### config.mk
export PLATFORM = sky130hd
export DESIGN_NAME = spi_byte_sequencer
export DESIGN_NICKNAME = d
export VERILOG_FILES = /design/src/rtl/spi_pkg.sv /design/src/rtl/sync_fifo.sv /design/src/rtl/spi_byte_sequencer.sv
export SDC_FILE = /design/constraint.sdc
export NUM_CORES = 1
export LEC_CHECK = 0
export ABC_AREA = 1
export CORE_ASPECT_RATIO = 1.1
export CORE_MARGIN = 2
export CORE_UTILIZATION = 23
export DETAILED_ROUTE_END_ITERATION = 8
export GPL_ROUTABILITY_DRIVEN = 0
export SYNTH_ARGS = -nofsm -noshare
export SYNTH_HDL_FRONTEND = slang
export SYNTH_SLANG_ARGS = --single-unit
### constraint.sdc
create_clock -name clk -period 4.2 [get_ports clk]
set_input_delay 0.84 -clock clk [delete_from_list [all_inputs] [get_ports clk]]
set_output_delay 0.84 -clock clk [all_outputs]
set_load 0.02 [all_outputs]
### src/rtl/spi_pkg.sv
// Shared types and constants for the SPI byte sequencer.
// Latency: n/a (declarations only).
// Backpressure: n/a.
package spi_pkg;

  localparam int SPI_DATA_W = 8;

  typedef enum logic [1:0] {
    IDLE      = 2'd0,
    LAUNCH    = 2'd1,
    WAIT_EN   = 2'd2,
    WAIT_DONE = 2'd3
  } spi_seq_state_t;

endpackage

### src/rtl/sync_fifo.sv
// Single-clock show-ahead FIFO with extra-bit pointers for full/empty.
// Latency: a push is visible on rd_data the cycle after it is written.
// Backpressure: writes while full and reads while empty are ignored.
module sync_fifo #(
  parameter int WIDTH = 8,
  parameter int DEPTH = 4
) (
  input  logic                     clk,
  input  logic                     rst,
  input  logic                     wr_en,
  input  logic [WIDTH-1:0]         wr_data,
  input  logic                     rd_en,
  output logic [WIDTH-1:0]         rd_data,
  output logic [$clog2(DEPTH):0]   count,
  output logic                     full,
  output logic                     empty
);

  localparam int AW = $clog2(DEPTH);

  logic [WIDTH-1:0] mem_q [DEPTH];
  logic [AW:0]      wr_ptr_q, wr_ptr_d;
  logic [AW:0]      rd_ptr_q, rd_ptr_d;
  logic             do_wr, do_rd;

  // Status: equal low bits with differing wrap bit means full.
  always_comb begin
    empty   = (wr_ptr_q == rd_ptr_q);
    full    = (wr_ptr_q[AW] != rd_ptr_q[AW]) && (wr_ptr_q[AW-1:0] == rd_ptr_q[AW-1:0]);
    count   = wr_ptr_q - rd_ptr_q;
    rd_data = mem_q[rd_ptr_q[AW-1:0]];
    do_wr   = wr_en && !full;
    do_rd   = rd_en && !empty;
    wr_ptr_d = do_wr ? wr_ptr_q + 1'b1 : wr_ptr_q;
    rd_ptr_d = do_rd ? rd_ptr_q + 1'b1 : rd_ptr_q;
  end

  // Pointer registers; wrap falls out of the natural AW+1 bit overflow.
  always_ff @(posedge clk) begin
    if (rst) begin
      wr_ptr_q <= '0;
      rd_ptr_q <= '0;
    end else begin
      wr_ptr_q <= wr_ptr_d;
      rd_ptr_q <= rd_ptr_d;
    end
  end

  // Storage array, no reset needed since empty masks stale contents.
  always_ff @(posedge clk) begin
    if (do_wr) mem_q[wr_ptr_q[AW-1:0]] <= wr_data;
  end

endmodule

### src/rtl/spi_byte_sequencer.sv
// Feeds bytes from a TX FIFO to an SPI driver one at a time and collects replies in an RX FIFO.
// Latency: IDLE + LAUNCH + driver transfer + one done cycle per byte; reply readable next cycle.
// Backpressure: tx_ready drops when TX is full; no launch while RX is full, so nothing is dropped.
module spi_byte_sequencer
  import spi_pkg::*;
#(
  parameter int FIFO_DEPTH    = 4,
  parameter int START_TIMEOUT = 15
) (
  input  logic                          clk,
  input  logic                          rst,
  input  logic [SPI_DATA_W-1:0]         tx_data,
  input  logic                          tx_valid,
  output logic                          tx_ready,
  output logic [SPI_DATA_W-1:0]         rx_data,
  output logic                          rx_valid,
  input  logic                          rx_ready,
  output logic [SPI_DATA_W-1:0]         drv_data_in,
  output logic                          drv_start,
  input  logic                          drv_en,
  input  logic [SPI_DATA_W-1:0]         drv_data_out,
  output logic                          busy,
  output logic                          err_timeout,
  output logic [$clog2(FIFO_DEPTH):0]   tx_level
);

  localparam int CW = $clog2(FIFO_DEPTH) + 1;
  localparam int TW = $clog2(START_TIMEOUT + 1);

  spi_seq_state_t        state_q, state_d;
  logic [TW-1:0]         tmo_q, tmo_d;
  logic                  err_q, err_d;
  logic [SPI_DATA_W-1:0] dat_q, dat_d;

  logic                  tx_pop, rx_push, launch;
  logic [SPI_DATA_W-1:0] tx_head;
  logic                  tx_full, tx_empty;
  logic [CW-1:0]         tx_count;
  logic [CW-1:0]         rx_count;
  logic                  rx_full, rx_empty;

  sync_fifo #(.WIDTH(SPI_DATA_W), .DEPTH(FIFO_DEPTH)) u_tx_fifo (
    .clk     (clk),
    .rst     (rst),
    .wr_en   (tx_valid),
    .wr_data (tx_data),
    .rd_en   (tx_pop),
    .rd_data (tx_head),
    .count   (tx_count),
    .full    (tx_full),
    .empty   (tx_empty)
  );

  sync_fifo #(.WIDTH(SPI_DATA_W), .DEPTH(FIFO_DEPTH)) u_rx_fifo (
    .clk     (clk),
    .rst     (rst),
    .wr_en   (rx_push),
    .wr_data (drv_data_out),
    .rd_en   (rx_ready),
    .rd_data (rx_data),
    .count   (rx_count),
    .full    (rx_full),
    .empty   (rx_empty)
  );

  // Next-state logic: one byte in flight; RX space is reserved before launching.
  always_comb begin
    state_d = state_q;
    tmo_d   = tmo_q;
    err_d   = err_q;
    dat_d   = dat_q;
    tx_pop  = 1'b0;
    rx_push = 1'b0;
    launch  = 1'b0;
    case (state_q)
      IDLE: begin
        if (!tx_empty && (rx_count < CW'(FIFO_DEPTH))) begin
          tx_pop  = 1'b1;
          dat_d   = tx_head;
          state_d = LAUNCH;
        end
      end
      LAUNCH: begin
        launch  = 1'b1;
        tmo_d   = '0;
        state_d = WAIT_EN;
      end
      WAIT_EN: begin
        if (drv_en) begin
          state_d = WAIT_DONE;
        end else if (tmo_q == TW'(START_TIMEOUT - 1)) begin
          // Driver never acknowledged: drop the byte, flag it, move on.
          err_d   = 1'b1;
          state_d = IDLE;
        end else begin
          tmo_d = tmo_q + 1'b1;
        end
      end
      WAIT_DONE: begin
        if (!drv_en) begin
          rx_push = 1'b1;
          state_d = IDLE;
        end
      end
      default: state_d = IDLE;
    endcase
  end

  // State, timeout counter, sticky error and the launched byte.
  always_ff @(posedge clk) begin
    if (rst) begin
      state_q <= IDLE;
      tmo_q   <= '0;
      err_q   <= 1'b0;
      dat_q   <= '0;
    end else begin
      state_q <= state_d;
      tmo_q   <= tmo_d;
      err_q   <= err_d;
      dat_q   <= dat_d;
    end
  end

  // Output mapping; start is masked during reset so a reset in LAUNCH never pulses it.
  always_comb begin
    drv_start   = launch && !rst;
    drv_data_in = dat_q;
    busy        = (state_q != IDLE);
    err_timeout = err_q;
    tx_ready    = !tx_full;
    rx_valid    = !rx_empty;
    tx_level    = tx_count;
  end

endmodule

==> results.yml <==
power_and_ir_drop:
  p_sw_share_pct: 34.3
  p_int_w: 0.00190
  pwr-share-seq_pct: 39.8
  max-vdd-ir-drop_mv: 0.252
  clkPwrFrac_pct: 27.1
  leakagePower_nw: 1.79
  pwr-share-comb_pct: 33.0
  switching_power_w: 0.000994
  power.density_nw_per_um2: 583
  power_w: 0.00289
job:
  cap_violations: 0
critical_path:
  r2r_start: "u_tx_fifo.rd_ptr_q[1]$_SDFFE_PP0P_"
  cp.arrival_ns: 2.45
  path_class: "flop to output pin"
  end_kind: "output pin"
  slowest_delay_ns: 0.74
  path_max_fanout: 20
  r2r_slack_ns: 1.70
  cp_data_required_time_ns: 3.36
  cp-start-kind: "flop"
  crit_path_end: "tx_level[1]"
  timing.critical_path.slowest_stage_cell: "dfxtp_1"
  cp_cell_sequence: "ha_1 -> fa_1 -> inv_1 -> clkdlybuf4s50_1"
  r2r_end: "u_tx_fifo.mem_q[2][3]$_DFFE_PP_"
  cp-startpoint: "u_tx_fifo.rd_ptr_q[0]$_SDFFE_PP0P_"
  reg2regPathDepth: 7
floorplanning:
  placementRows: 50
  boundaryPins: 45
  fp.dieW_um: 130
  core_sq_um: 17000
  initial_core_util_pct: 23.5
  die_h_um: 142
  dieArea_sq_um: 18400
placed_design:
  io_buffers: 44
  dp_hpwl_mm: 5.79
sta:
  fin_skew_ns: 0.00445
  worst_slew_pin_slew_ns: 0.799
  clock.fmax_mhz: 304
  hold_viol: 0
  slew_violations: 0
  finalSetupTns_ns: 0
  period_needed_ns: 3.29
  maxSlewHeadroom_pct: 46.5
  setup_viol: 0
  grt_setup_unrepaired: "false"
  period_share_pct: 78.4
detailed_routing:
  wl_per_cell_um: 12.0
  met3WireLength_um: 383
  drtIter0Drc: 103
  drtAntennaViolNets: 0
  wirelength_mm: 7.86
  firstDrtPassIters: 4
  drc: 0
  num_vias: 2642
  dr_wl_met2_mm: 3.90
  via_per_inst: 4.04
  wl_met1_mm: 3.46
  top_layer: "met4"
cts:
  cts_max_path_buffers: 2
  ctsHoldBuffers: 0
  clk_latency_ns: 0.34
  cts_root_buf: "clkbuf_16"
  cts_buffers: 9
  cts_resized: 0
  htreeDepth: 3
  cts.sinks: 93
  clk_pin_slew_ns: 0.06
  postCtsSetupRepairBufs: 0
  cts_tree: "done"
logic_synthesis:
  synth.avg_cell_area_sq_um: 10.8
  yosysUniqueCellTypes: 33
  synth_area_sq_um: 4000
  syn_nets: 408
  ys_seq_area_share_pct: 62.6
  synth_warnings: 0
  yosys_register_bits: 93
  netlist_instances: 370
grt:
  grt-ovfl-total: 0
  grt_pass1_vias: 2623
  grt_antenna_before_repair: 0
  grt_pass1_wl_mm: 13.0
  grtUsageTotal_pct: 9.05
  grt_max_degree: 22
worst_hold_path:
  hold_path.class: "flop to flop"
final_layout:
  final_layout_size_suffix_gt1_share_pct: 8.81
  area_growth_pct: 24.2
  layout.nets: 453
  fill_cells: 1780
  num_antenna_cells: 0
  layout_commonest_cell: "nor2_1"
  mostFrequentLayoutCells: "nor2_1, edfxtp_1, clkdlybuf4s50_1"
run_status:
  status: "completed"
## critical path, delay by kind of cell (launching register included)
family / cells / cell delay, ns
buf+inv: 2 / 0.68
fa+ha+maj: 2 / 0.70
flops: 1 / 0.74
## worst min path at each step
stage | to | start | depth (start not counted) | slack, ns
floorplan | tmo_q[2]$_SDFFE_PP0P_ | tmo_q[2]$_SDFFE_PP0P_ | 1 | 0.44
global placement | tmo_q[2]$_SDFFE_PP0P_ | tmo_q[2]$_SDFFE_PP0P_ | 1 | 0.46
detailed placement | err_timeout$_SDFFE_PP0P_ | err_timeout$_SDFFE_PP0P_ | 2 | 0.46
CTS | err_timeout$_SDFFE_PP0P_ | err_timeout$_SDFFE_PP0P_ | 2 | 0.49
global route | drv_data_in[7]$_SDFFE_PP0P_ | drv_data_in[7]$_SDFFE_PP0P_ | 2 | 0.52
finish | err_timeout$_SDFFE_PP0P_ | err_timeout$_SDFFE_PP0P_ | 2 | 0.48
## sequential cells by signal, summed over array words and instances, names as in the netlist, named ones only
register / flops
drv_data_in: 8
u_tx_fifo.rd_ptr_q: 3
u_rx_fifo.mem_q: 32
u_tx_fifo.mem_q: 32
u_tx_fifo.wr_ptr_q: 3
u_rx_fifo.rd_ptr_q: 3
err_timeout: 1
state_q: 2
u_rx_fifo.wr_ptr_q: 3
tmo_q: 4
## final cells by class
class / instances / area [sq um] / area share [%]
sequential: 93 / 2500 / 50.4
inverter: 41 / 154 / 3.10
clock inverter: 6 / 62.6 / 1.26
clock buffer: 10 / 229 / 4.61
multi-input combinational: 226 / 1280 / 25.8
timing repair buffer: 44 / 440 / 8.87
tap: 234 / 293 / 5.90
## power by group through the flow
| stage | combinational (W) | clock [W] | sequential [W] |
|---|---|---|---|
| floorplan | 0.000633 | 0 | 0.00116 |
| global placement | 0.000949 | 0 | 0.00117 |
| detailed placement | 0.000961 | 0 | 0.00117 |
| CTS | 0.000967 | 0.000808 | 0.00115 |
| global route | 0.00106 | 0.000836 | 0.00117 |
| finish | 0.000955 | 0.000785 | 0.00115 |
## synthesized netlist by cell type
library cell  number  area share, %
a21oi_1           15            1.9
a21oi_2            1           0.22
buf_2              4           0.50
buf_4              1           0.19
buf_6              1           0.28
clkbuf_1           2           0.19
clkbuf_2           2           0.25
clkinv_1           1          0.094
dfxtp_1           29             15
edfxtp_1          64             48
fa_1               1           0.50
ha_1              16            5.0
inv_1             35            3.3
inv_2              5           0.47
nand2_1           21            2.0
nand2_2            6           0.94
nand2_4            3           0.85
nand3_1            7           0.88
nand3_2            2           0.50
nand3b_1           1           0.19
nand4_1            2           0.31
nand4_4            1           0.53
nor2_1            70            6.6
nor2_2             3           0.47
nor2_4             1           0.28
nor3_1             1           0.13
nor3_4             1           0.41
o21ai_0           38            4.8
o21ai_1           14            1.8
o21ai_4            1           0.41
o22ai_1           16            2.5
or2_0              1           0.16
xor2_1             4           0.88
## through the flow
stage	hold slack, ns	cell area [sq um]	std cells	util [%]	setup WS [ns]
5_1_grt	0.516	4960	654	29.2	0.784
4_1_cts	0.490	4960	654	29.2	0.891
2_1_floorplan	0.444	4000	370	-	2.00
3_5_place_dp	0.463	4670	638	27.5	1.03
6_report	0.483	4960	654	29.2	0.907
3_3_place_gp	0.455	4670	638	27.5	1.07
## routing by layer
metal  vias up  track usage, %
met5         -               0
met1      1216            10.6
met2        62            15.8
li1       1352               -
met4         0            3.40
met3        12            2.48
## cells by family (layout without fill, tap and decap cells)
logic type | after synthesis | after routing | synth area share, %
buf+inv | 51 | 101 | 5.26
compound gates | 85 | 85 | 11.5
xor+xnor | 4 | 4 | 0.877
flops | 93 | 93 | 62.6
simple gates | 120 | 120 | 14.2
fa+ha+maj | 17 | 17 | 5.51
(Power assumes the default switching activity.)
